===== src/rtl/hood_pkg.sv =====
// hood_pkg: shared types, mode encodings and default parameters for the hood control panel.
//   Provides the FSM state enum, the prioritised button event enum, button
//   bit positions within the raw/press vectors, and the state-to-mode mapping.
package hood_pkg;

    localparam int DEF_DEB_CYCLES   = 20;
    localparam int DEF_MENU_TIMEOUT = 100;
    localparam int DEF_EXIT_DELAY   = 60;

    localparam logic [2:0] MODE_IDLE      = 3'd0;
    localparam logic [2:0] MODE_LVL1      = 3'd1;
    localparam logic [2:0] MODE_LVL2      = 3'd2;
    localparam logic [2:0] MODE_HURRICANE = 3'd3;

    localparam int BTN_POWER = 0;
    localparam int BTN_MENU  = 1;
    localparam int BTN_MODE1 = 2;
    localparam int BTN_MODE2 = 3;
    localparam int BTN_MODE3 = 4;
    localparam int NUM_BTNS  = 5;

    typedef enum logic [2:0] {
        ST_OFF,
        ST_STANDBY,
        ST_MENU,
        ST_LVL1,
        ST_LVL2,
        ST_LVL3,
        ST_EXIT_WAIT
    } hood_state_e;

    typedef enum logic [2:0] {
        EV_NONE,
        EV_POWER,
        EV_MENU,
        EV_MODE3,
        EV_MODE2,
        EV_MODE1
    } hood_evt_e;

    // EXIT_WAIT keeps the fan at level 2 while the hurricane spins down.
    function automatic logic [2:0] mode_of(hood_state_e s);
        return s == ST_LVL1 ? MODE_LVL1 :
               (s == ST_LVL2 || s == ST_EXIT_WAIT) ? MODE_LVL2 :
               s == ST_LVL3 ? MODE_HURRICANE : MODE_IDLE;
    endfunction

endpackage


===== src/rtl/hood_panel_ctrl_if.sv =====
// hood_panel_ctrl_if: panel-side signal bundle of the hood controller.
//   master: drives the raw buttons and hurricane_done, observes the outputs.
//   slave : the controller; samples the inputs, drives mode_state, power_on,
//           menu_active, hurricane_avail and cmd_valid.
interface hood_panel_ctrl_if;

    logic       power_btn;
    logic       menu_btn;
    logic       mode1_btn;
    logic       mode2_btn;
    logic       mode3_btn;
    logic       hurricane_done;
    logic [2:0] mode_state;
    logic       power_on;
    logic       menu_active;
    logic       hurricane_avail;
    logic       cmd_valid;

    modport master (
        output power_btn, menu_btn, mode1_btn, mode2_btn, mode3_btn, hurricane_done,
        input  mode_state, power_on, menu_active, hurricane_avail, cmd_valid
    );

    modport slave (
        input  power_btn, menu_btn, mode1_btn, mode2_btn, mode3_btn, hurricane_done,
        output mode_state, power_on, menu_active, hurricane_avail, cmd_valid
    );

endinterface


===== src/rtl/hood_panel_ctrl_btn_debounce.sv =====
// btn_debounce: 2-FF synchronizer, debouncer and rising-edge press detector for one button.
//   clk, rst_n : clock, asynchronous active-low reset
//   raw        : asynchronous active-high button
//   press      : one-cycle pulse when the debounced level rises
module btn_debounce
    import hood_pkg::*;
#(
    parameter int DEB_CYCLES = DEF_DEB_CYCLES
) (
    input  logic clk,
    input  logic rst_n,
    input  logic raw,
    output logic press
);

    localparam int CW = $clog2(DEB_CYCLES + 1);

    logic          s1;
    logic          s2;
    logic          level;
    logic [CW-1:0] cnt;

    // cnt counts consecutive synchronized samples that differ from level;
    // a sample matching level restarts it, so it never exceeds DEB_CYCLES-1.
    always_ff @(posedge clk or negedge rst_n) begin
        if (!rst_n) begin
            s1    <= 1'b0;
            s2    <= 1'b0;
            level <= 1'b0;
            cnt   <= '0;
            press <= 1'b0;
        end else begin
            s1    <= raw;
            s2    <= s1;
            press <= 1'b0;
            if (s2 == level) begin
                cnt <= '0;
            end else if (cnt == CW'(DEB_CYCLES - 1)) begin
                cnt   <= '0;
                level <= s2;
                press <= s2;
            end else begin
                cnt <= cnt + 1'b1;
            end
        end
    end

endmodule


===== src/rtl/hood_panel_ctrl.sv =====
// hood_panel_ctrl: range-hood front-panel controller (buttons -> fan mode command).
//   clk, rst_n : clock, asynchronous active-low reset
//   bus        : slave side of hood_panel_ctrl_if (raw buttons and hurricane_done in;
//                mode_state, power_on, menu_active, hurricane_avail, cmd_valid out)
module hood_panel_ctrl
    import hood_pkg::*;
#(
    parameter int DEB_CYCLES   = DEF_DEB_CYCLES,
    parameter int MENU_TIMEOUT = DEF_MENU_TIMEOUT,
    parameter int EXIT_DELAY   = DEF_EXIT_DELAY
) (
    input logic clk,
    input logic rst_n,
    hood_panel_ctrl_if.slave bus
);

    localparam int MCW = $clog2(MENU_TIMEOUT + 1);
    localparam int XCW = $clog2(EXIT_DELAY + 1);

    logic [NUM_BTNS-1:0] raw;
    logic [NUM_BTNS-1:0] press;
    hood_state_e         state;
    hood_state_e         state_n;
    hood_evt_e           evt;
    logic                avail;
    logic                avail_n;
    logic [MCW-1:0]      mcnt;
    logic [MCW-1:0]      mcnt_n;
    logic [MCW-1:0]      minc;
    logic [XCW-1:0]      xcnt;
    logic [XCW-1:0]      xcnt_n;
    logic [XCW-1:0]      xinc;
    logic [2:0]          mode_state;
    logic                power_on;
    logic                menu_active;
    logic                cmd_valid;

    assign raw[BTN_POWER] = bus.power_btn;
    assign raw[BTN_MENU]  = bus.menu_btn;
    assign raw[BTN_MODE1] = bus.mode1_btn;
    assign raw[BTN_MODE2] = bus.mode2_btn;
    assign raw[BTN_MODE3] = bus.mode3_btn;

    genvar i;
    for (i = 0; i < NUM_BTNS; i++) begin : g_deb
        btn_debounce #(.DEB_CYCLES(DEB_CYCLES)) u_deb (
            .clk   (clk),
            .rst_n (rst_n),
            .raw   (raw[i]),
            .press (press[i])
        );
    end

    // Only the highest-priority pulse of a cycle survives, even if the
    // current state then ignores it.
    assign evt = press[BTN_POWER] ? EV_POWER :
                 press[BTN_MENU]  ? EV_MENU  :
                 press[BTN_MODE3] ? EV_MODE3 :
                 press[BTN_MODE2] ? EV_MODE2 :
                 press[BTN_MODE1] ? EV_MODE1 : EV_NONE;

    assign minc = mcnt == MCW'(MENU_TIMEOUT) ? mcnt : mcnt + 1'b1;
    assign xinc = xcnt == XCW'(EXIT_DELAY) ? xcnt : xcnt + 1'b1;

    // Counters are zero outside their own state, which clears them on entry.
    always_comb begin
        state_n = state;
        avail_n = avail;
        mcnt_n  = '0;
        xcnt_n  = '0;
        if (evt == EV_POWER) begin
            state_n = state == ST_OFF ? ST_STANDBY : ST_OFF;
            avail_n = state == ST_OFF ? 1'b1 : avail;
        end else begin
            case (state)
                ST_STANDBY: state_n = evt == EV_MENU ? ST_MENU : ST_STANDBY;
                ST_MENU: begin
                    if (evt == EV_MENU) begin
                        state_n = ST_STANDBY;
                    end else if (evt == EV_MODE1) begin
                        state_n = ST_LVL1;
                    end else if (evt == EV_MODE2) begin
                        state_n = ST_LVL2;
                    end else if (evt == EV_MODE3 && avail) begin
                        state_n = ST_LVL3;
                        avail_n = 1'b0;
                    end else if (minc == MCW'(MENU_TIMEOUT)) begin
                        state_n = ST_STANDBY;
                    end else begin
                        mcnt_n = minc;
                    end
                end
                ST_LVL1: state_n = evt == EV_MODE2 ? ST_LVL2 : evt == EV_MENU ? ST_STANDBY : ST_LVL1;
                ST_LVL2: state_n = evt == EV_MODE1 ? ST_LVL1 : evt == EV_MENU ? ST_STANDBY : ST_LVL2;
                ST_LVL3: state_n = evt == EV_MENU ? ST_EXIT_WAIT : bus.hurricane_done ? ST_LVL2 : ST_LVL3;
                ST_EXIT_WAIT: begin
                    if (xinc == XCW'(EXIT_DELAY)) begin
                        state_n = ST_STANDBY;
                    end else begin
                        xcnt_n = xinc;
                    end
                end
                default: state_n = state;
            endcase
        end
    end

    // Outputs are registered from the next state so they line up with it.
    always_ff @(posedge clk or negedge rst_n) begin
        if (!rst_n) begin
            state       <= ST_OFF;
            avail       <= 1'b1;
            mcnt        <= '0;
            xcnt        <= '0;
            mode_state  <= MODE_IDLE;
            power_on    <= 1'b0;
            menu_active <= 1'b0;
            cmd_valid   <= 1'b0;
        end else begin
            state       <= state_n;
            avail       <= avail_n;
            mcnt        <= mcnt_n;
            xcnt        <= xcnt_n;
            mode_state  <= mode_of(state_n);
            power_on    <= state_n != ST_OFF;
            menu_active <= state_n == ST_MENU;
            cmd_valid   <= mode_of(state_n) != mode_state;
        end
    end

    assign bus.mode_state      = mode_state;
    assign bus.power_on        = power_on;
    assign bus.menu_active     = menu_active;
    assign bus.hurricane_avail = avail;
    assign bus.cmd_valid       = cmd_valid;

endmodule

===== src/flat_wrapper.sv =====
// flat-port wrapper written by rule: the top's interface ports become plain ports
module hood_panel_ctrl_flat import hood_pkg::*;
#(
    parameter int DEB_CYCLES   = DEF_DEB_CYCLES,
    parameter int MENU_TIMEOUT = DEF_MENU_TIMEOUT,
    parameter int EXIT_DELAY   = DEF_EXIT_DELAY
)
  (clk, rst_n, bus_power_btn, bus_menu_btn, bus_mode1_btn, bus_mode2_btn, bus_mode3_btn, bus_hurricane_done, bus_mode_state, bus_power_on, bus_menu_active, bus_hurricane_avail, bus_cmd_valid);
  hood_panel_ctrl_if bus_i ();
  input logic clk;
  input logic rst_n;
  input wire logic [$bits(bus_i.power_btn)-1:0] bus_power_btn;
  input wire logic [$bits(bus_i.menu_btn)-1:0] bus_menu_btn;
  input wire logic [$bits(bus_i.mode1_btn)-1:0] bus_mode1_btn;
  input wire logic [$bits(bus_i.mode2_btn)-1:0] bus_mode2_btn;
  input wire logic [$bits(bus_i.mode3_btn)-1:0] bus_mode3_btn;
  input wire logic [$bits(bus_i.hurricane_done)-1:0] bus_hurricane_done;
  output wire logic [$bits(bus_i.mode_state)-1:0] bus_mode_state;
  output wire logic [$bits(bus_i.power_on)-1:0] bus_power_on;
  output wire logic [$bits(bus_i.menu_active)-1:0] bus_menu_active;
  output wire logic [$bits(bus_i.hurricane_avail)-1:0] bus_hurricane_avail;
  output wire logic [$bits(bus_i.cmd_valid)-1:0] bus_cmd_valid;
  assign bus_i.power_btn = bus_power_btn;
  assign bus_i.menu_btn = bus_menu_btn;
  assign bus_i.mode1_btn = bus_mode1_btn;
  assign bus_i.mode2_btn = bus_mode2_btn;
  assign bus_i.mode3_btn = bus_mode3_btn;
  assign bus_i.hurricane_done = bus_hurricane_done;
  assign bus_mode_state = bus_i.mode_state;
  assign bus_power_on = bus_i.power_on;
  assign bus_menu_active = bus_i.menu_active;
  assign bus_hurricane_avail = bus_i.hurricane_avail;
  assign bus_cmd_valid = bus_i.cmd_valid;
  hood_panel_ctrl #(.DEB_CYCLES(DEB_CYCLES), .MENU_TIMEOUT(MENU_TIMEOUT), .EXIT_DELAY(EXIT_DELAY)) u_core (.clk(clk), .rst_n(rst_n), .bus(bus_i));
endmodule

===== config.mk =====
export PLATFORM = sky130hd
export DESIGN_NAME = hood_panel_ctrl_flat
export DESIGN_NICKNAME = d
export VERILOG_FILES = /design/src/rtl/hood_pkg.sv /design/src/rtl/hood_panel_ctrl_if.sv /design/src/rtl/hood_panel_ctrl_btn_debounce.sv /design/src/rtl/hood_panel_ctrl.sv /design/src/flat_wrapper.sv
export SDC_FILE = /design/constraint.sdc
export NUM_CORES = 1
export LEC_CHECK = 0
export BUFFER_PORTS_ARGS = -buffer_cell sky130_fd_sc_hd__buf_2
export CAP_MARGIN = 30
export CELL_PAD_IN_SITES_DETAIL_PLACEMENT = 2
export CELL_PAD_IN_SITES_GLOBAL_PLACEMENT = 2
export CORE_ASPECT_RATIO = 0.8
export CORE_MARGIN = 4
export CORE_UTILIZATION = 33
export CTS_CLUSTER_DIAMETER = 60
export DETAILED_ROUTE_END_ITERATION = 10
export PLACE_DENSITY_LB_ADDON = 0.1
export SYNTH_ARGS = -nofsm -noshare
export SYNTH_HDL_FRONTEND = slang
export SYNTH_SLANG_ARGS = --single-unit

===== constraint.sdc =====
create_clock -name clk -period 5.45 [get_ports clk]
set_input_delay 1.09 -clock clk [delete_from_list [all_inputs] [get_ports clk]]
set_output_delay 1.09 -clock clk [all_outputs]
set_load 0.005 [all_outputs]

==> summary.md <==
| Metric | Value |
|---|---|
| Post-synthesis sequential area ratio | 0.533 |
| # hold bufs at CTS | 0 |
| PortBufs | 13 |
| Initial antenna violation count | 0 |
| FF-to-FF setup slack | 2.88 ns |
| Clk root buf | clkbuf_16 |
| Largest cells by area after synthesis | dfrtp_1 52%, xor2_1 5.0%, nor2_1 4.5% |
| Critical Path Start | u_core.mcnt[0] |
| Total die area | 11200 sq um |
| Area share of the largest cell type after synthesis | 0.524 |
| CORE AREA | 9190 sq um |
| Internal | 0.978 mW |
| Setup Fix Bufs, Post-CTS | 0 |
| Vias in the first global route | 2373 |
| Max Slew Vio Count | 0 |
| Layout cells sized above 1 | 0.135 |
| Worst setup path category | register to register |
| Hold Path Class | register to register |
| Total number of yosys warnings | 0 |
| Static leakage | roughly 1.7 nW |
| Final Hold Viols | 0 |
| H-tree levels | 3 |
| CP Launch Type | register |
| Hold path depth | 0 |
| Cells after Synth | 294 |
| Post-layout nets | 330 |
| R2r endpoint | u_core.bus.cmd_valid |
| Wire per inst | 15.7 um |
| Final setup viols | 0 |
| Max Clock Freq | 390 MHz |
| P_sw | roughly 0.32 mW |
| Number of placed instances, taps included | between 400 and 500 |
| RSZ-0062 raised after global routing | no |
| Outcome | complete, no violations |
| Post-DP Area | around 3300 sq um |
| Mapped Area | 3150 sq um |
| Ports | 15 |
| DP Worst Slack | 2.89 ns |
| Total power | 1.30 mW |
| Total wire length | 6790 um |
| Die Wd | 117 um |
| Net Count, Synth | 311 |
| Worst-margin pin slew | roughly 0.85 ns |
| First-pass GRT wire length | between 10000 and 15000 um |
| Total CTS buffers | 9 |
| Syn_area_per_cell | 10.7 sq um |
| EDFF count, synth | 0 |
| Final Util | 0.398 |
| Reg2Reg Launch Point | u_core.mcnt[0] |
| Worst Slack Setup Final | 2.88 ns |
| Row Count | 31 |
| Area grow syn2layout | 16.2% |
| Switching Share | 0.246 |
| VDD IR max | 0.188 mV |
| Crit path max fanout | 8 |
| Vert. Die Dim | 95.4 um |
| Synth cell types | 50 |
| Ys async rst share | 1.00 |
| Clock sink count | 67 |
| CTS Buffer Depth | 2 |
| Clk pwr share | 0.484 |
| Slew margin rel. | 0.435 |
| Post-route cell area | roughly 3700 sq um |
| Vias | about 2200 |
| Drt pass-1 iters | 4 |
| Largest net degree at the start of global routing | 68 |
| Most frequent cells in the layout | 66 x dfrtp_1, 38 x nor2_1, 27 x nand3_1 |
| Reg power frac | 0.432 |
| Post-CTS Resized | 0 |
| Starting Density | 0.343 |
| Crit path DAT | around 2.8 ns |
| Post-layout min period | ~2.6 ns |
| Non-Filler Instances | 433 |
| GPL Wtd Cong | just under 0.7 |
| Clock skew | approximately 0.0046 ns |
| Number of DRC markers in iteration 0 | 74 |
| Fillcell total | 971 |
| N_diodes | 0 |
| Primary FF master, synth | dfrtp_1 |
| CP Capture Type | register |
| PD cells | 354 nW/um^2 |
| CTS tree | done |
| Drt drc | 0 |
| MaxCap Viol Count | 0 |
| Post-route ant nets | 0 |
| Worst-path clk slew | 0.06 ns |
| Most common cell after layout, fill and taps aside | dfrtp_1 |
| Fin Setup TNS | 0 ns |
| Dpl hpwl | 4780 um |
| Comb power frac | 0.084 |
| Register bit total from synthesis | 67 |
| WHS | 0.349 ns |
| Crit path required time | 5.66 ns |
| Remaining global-route overflow | 0 |
| Reg2Reg Depth | 7 |
| Vias per cell | between 5 and 6 |
| Worst Setup EP | u_core.bus.cmd_valid |
| Final clock period utilization by the worst path | 0.471 |
| Synth area leader | dfrtp_1 |
| Global Route Usage Sum | 0.139 |
| Clock Latency Late Sink | between 0.3 and 0.4 ns |
cells in the mapped netlist, types with 2 or more instances:
master    count
dfrtp_1      66
a31oi_1       4
and2_1        6
o21a_1        3
buf_2         3
nand2b_1      5
nand3_1      27
o221ai_1      2
nor2_1       38
mux2_2        6
inv_1         9
ha_1          9
o21ai_0       4
nor3b_1       7
a211o_1       3
xor2_1       18
a21o_1        2
a211oi_1      2
nand2_1      16
xnor2_1      13
nand4_1       3
and3_1        6
a21oi_1      10
clkbuf_1      2
o211ai_1      2
nor3_1        4
worst min path at each step:
| stage | from | to | slack (ns) |
|---|---|---|---|
| floorplan | u_core.g_deb[0].u_deb.s1 | u_core.g_deb[0].u_deb.s2 | 0.33 |
| detailed placement | u_core.g_deb[0].u_deb.s1 | u_core.g_deb[0].u_deb.s2 | 0.34 |
| global placement | u_core.g_deb[2].u_deb.s1 | u_core.g_deb[2].u_deb.s2 | 0.33 |
| CTS | u_core.g_deb[3].u_deb.s1 | u_core.g_deb[3].u_deb.s2 | 0.35 |
| global route | u_core.g_deb[0].u_deb.s1 | u_core.g_deb[0].u_deb.s2 | 0.35 |
| finish | u_core.g_deb[0].u_deb.s1 | u_core.g_deb[0].u_deb.s2 | 0.35 |
power by group through the flow:
stage	sequential, mW	clock (mW)	combinational, mW
6_report	0.561	0.628	0.109
5_1_grt	0.566	0.673	0.128
4_1_cts	0.560	0.648	0.112
3_5_place_dp	0.569	0	0.111
3_3_place_gp	0.568	0	0.108
2_1_floorplan	0.558	0	0.0793
flip-flops by register name (all words and copies together), names as in the netlist:
signal and count:
u_core.g_deb.u_deb.s1 5, u_core.mcnt 7, u_core.bus.menu_active 1, u_core.bus.mode_state 2, u_core.g_deb.u_deb.press 5, u_core.bus.hurricane_avail 1, u_core.bus.cmd_valid 1, u_core.g_deb.u_deb.level 5
u_core.xcnt 6, u_core.state 3, u_core.g_deb.u_deb.s2 5, u_core.bus.power_on 1, u_core.g_deb.u_deb.cnt 25
critical path, stage by stage (launching register included):
cell and delay (ns):
dfrtp_1 0.51, inv_1 0.11, ha_1 0.36, or4_4 0.55, a31o_2 0.27, a32oi_1 0.30, nor3_1 0.08, a211o_1 0.27
final cells by class:
type | count | area [sq um] | share of cell area
clock buffer | 9 | 225 | 0.0615
timing repair buffer | 14 | 72.6 | 0.0198
inverter | 9 | 33.8 | 0.00923
multi-input combinational | 212 | 1410 | 0.385
clock inverter | 7 | 98.8 | 0.0270
tap | 115 | 144 | 0.0393
sequential | 67 | 1680 | 0.458
cells by family (layout without fill, tap and decap cells):
family	after synthesis	count (layout)	synth area share
other	1	1	0.00119
xor gates and xnor gates	31	31	0.0862
DFF	67	67	0.533
buffers and inverters	15	39	0.0203
adders and majority gates	9	9	0.0357
and+or+nand+nor	124	124	0.207
AOI/OAI and AO/OA	41	41	0.0953
muxes	6	6	0.0214
layer usage:
| layer | vias to the layer above | global-route usage | routed length, um |
|---|---|---|---|
| met5 | - | 0 | 0 |
| met4 | 0 | 0.0458 | 81 |
| met3 | 7 | 0.0444 | 194 |
| met2 | 17 | 0.204 | 3100 |
| met1 | 1113 | 0.192 | 3410 |
| li1 | 1060 | - | - |
(Power assumes the default switching activity.)
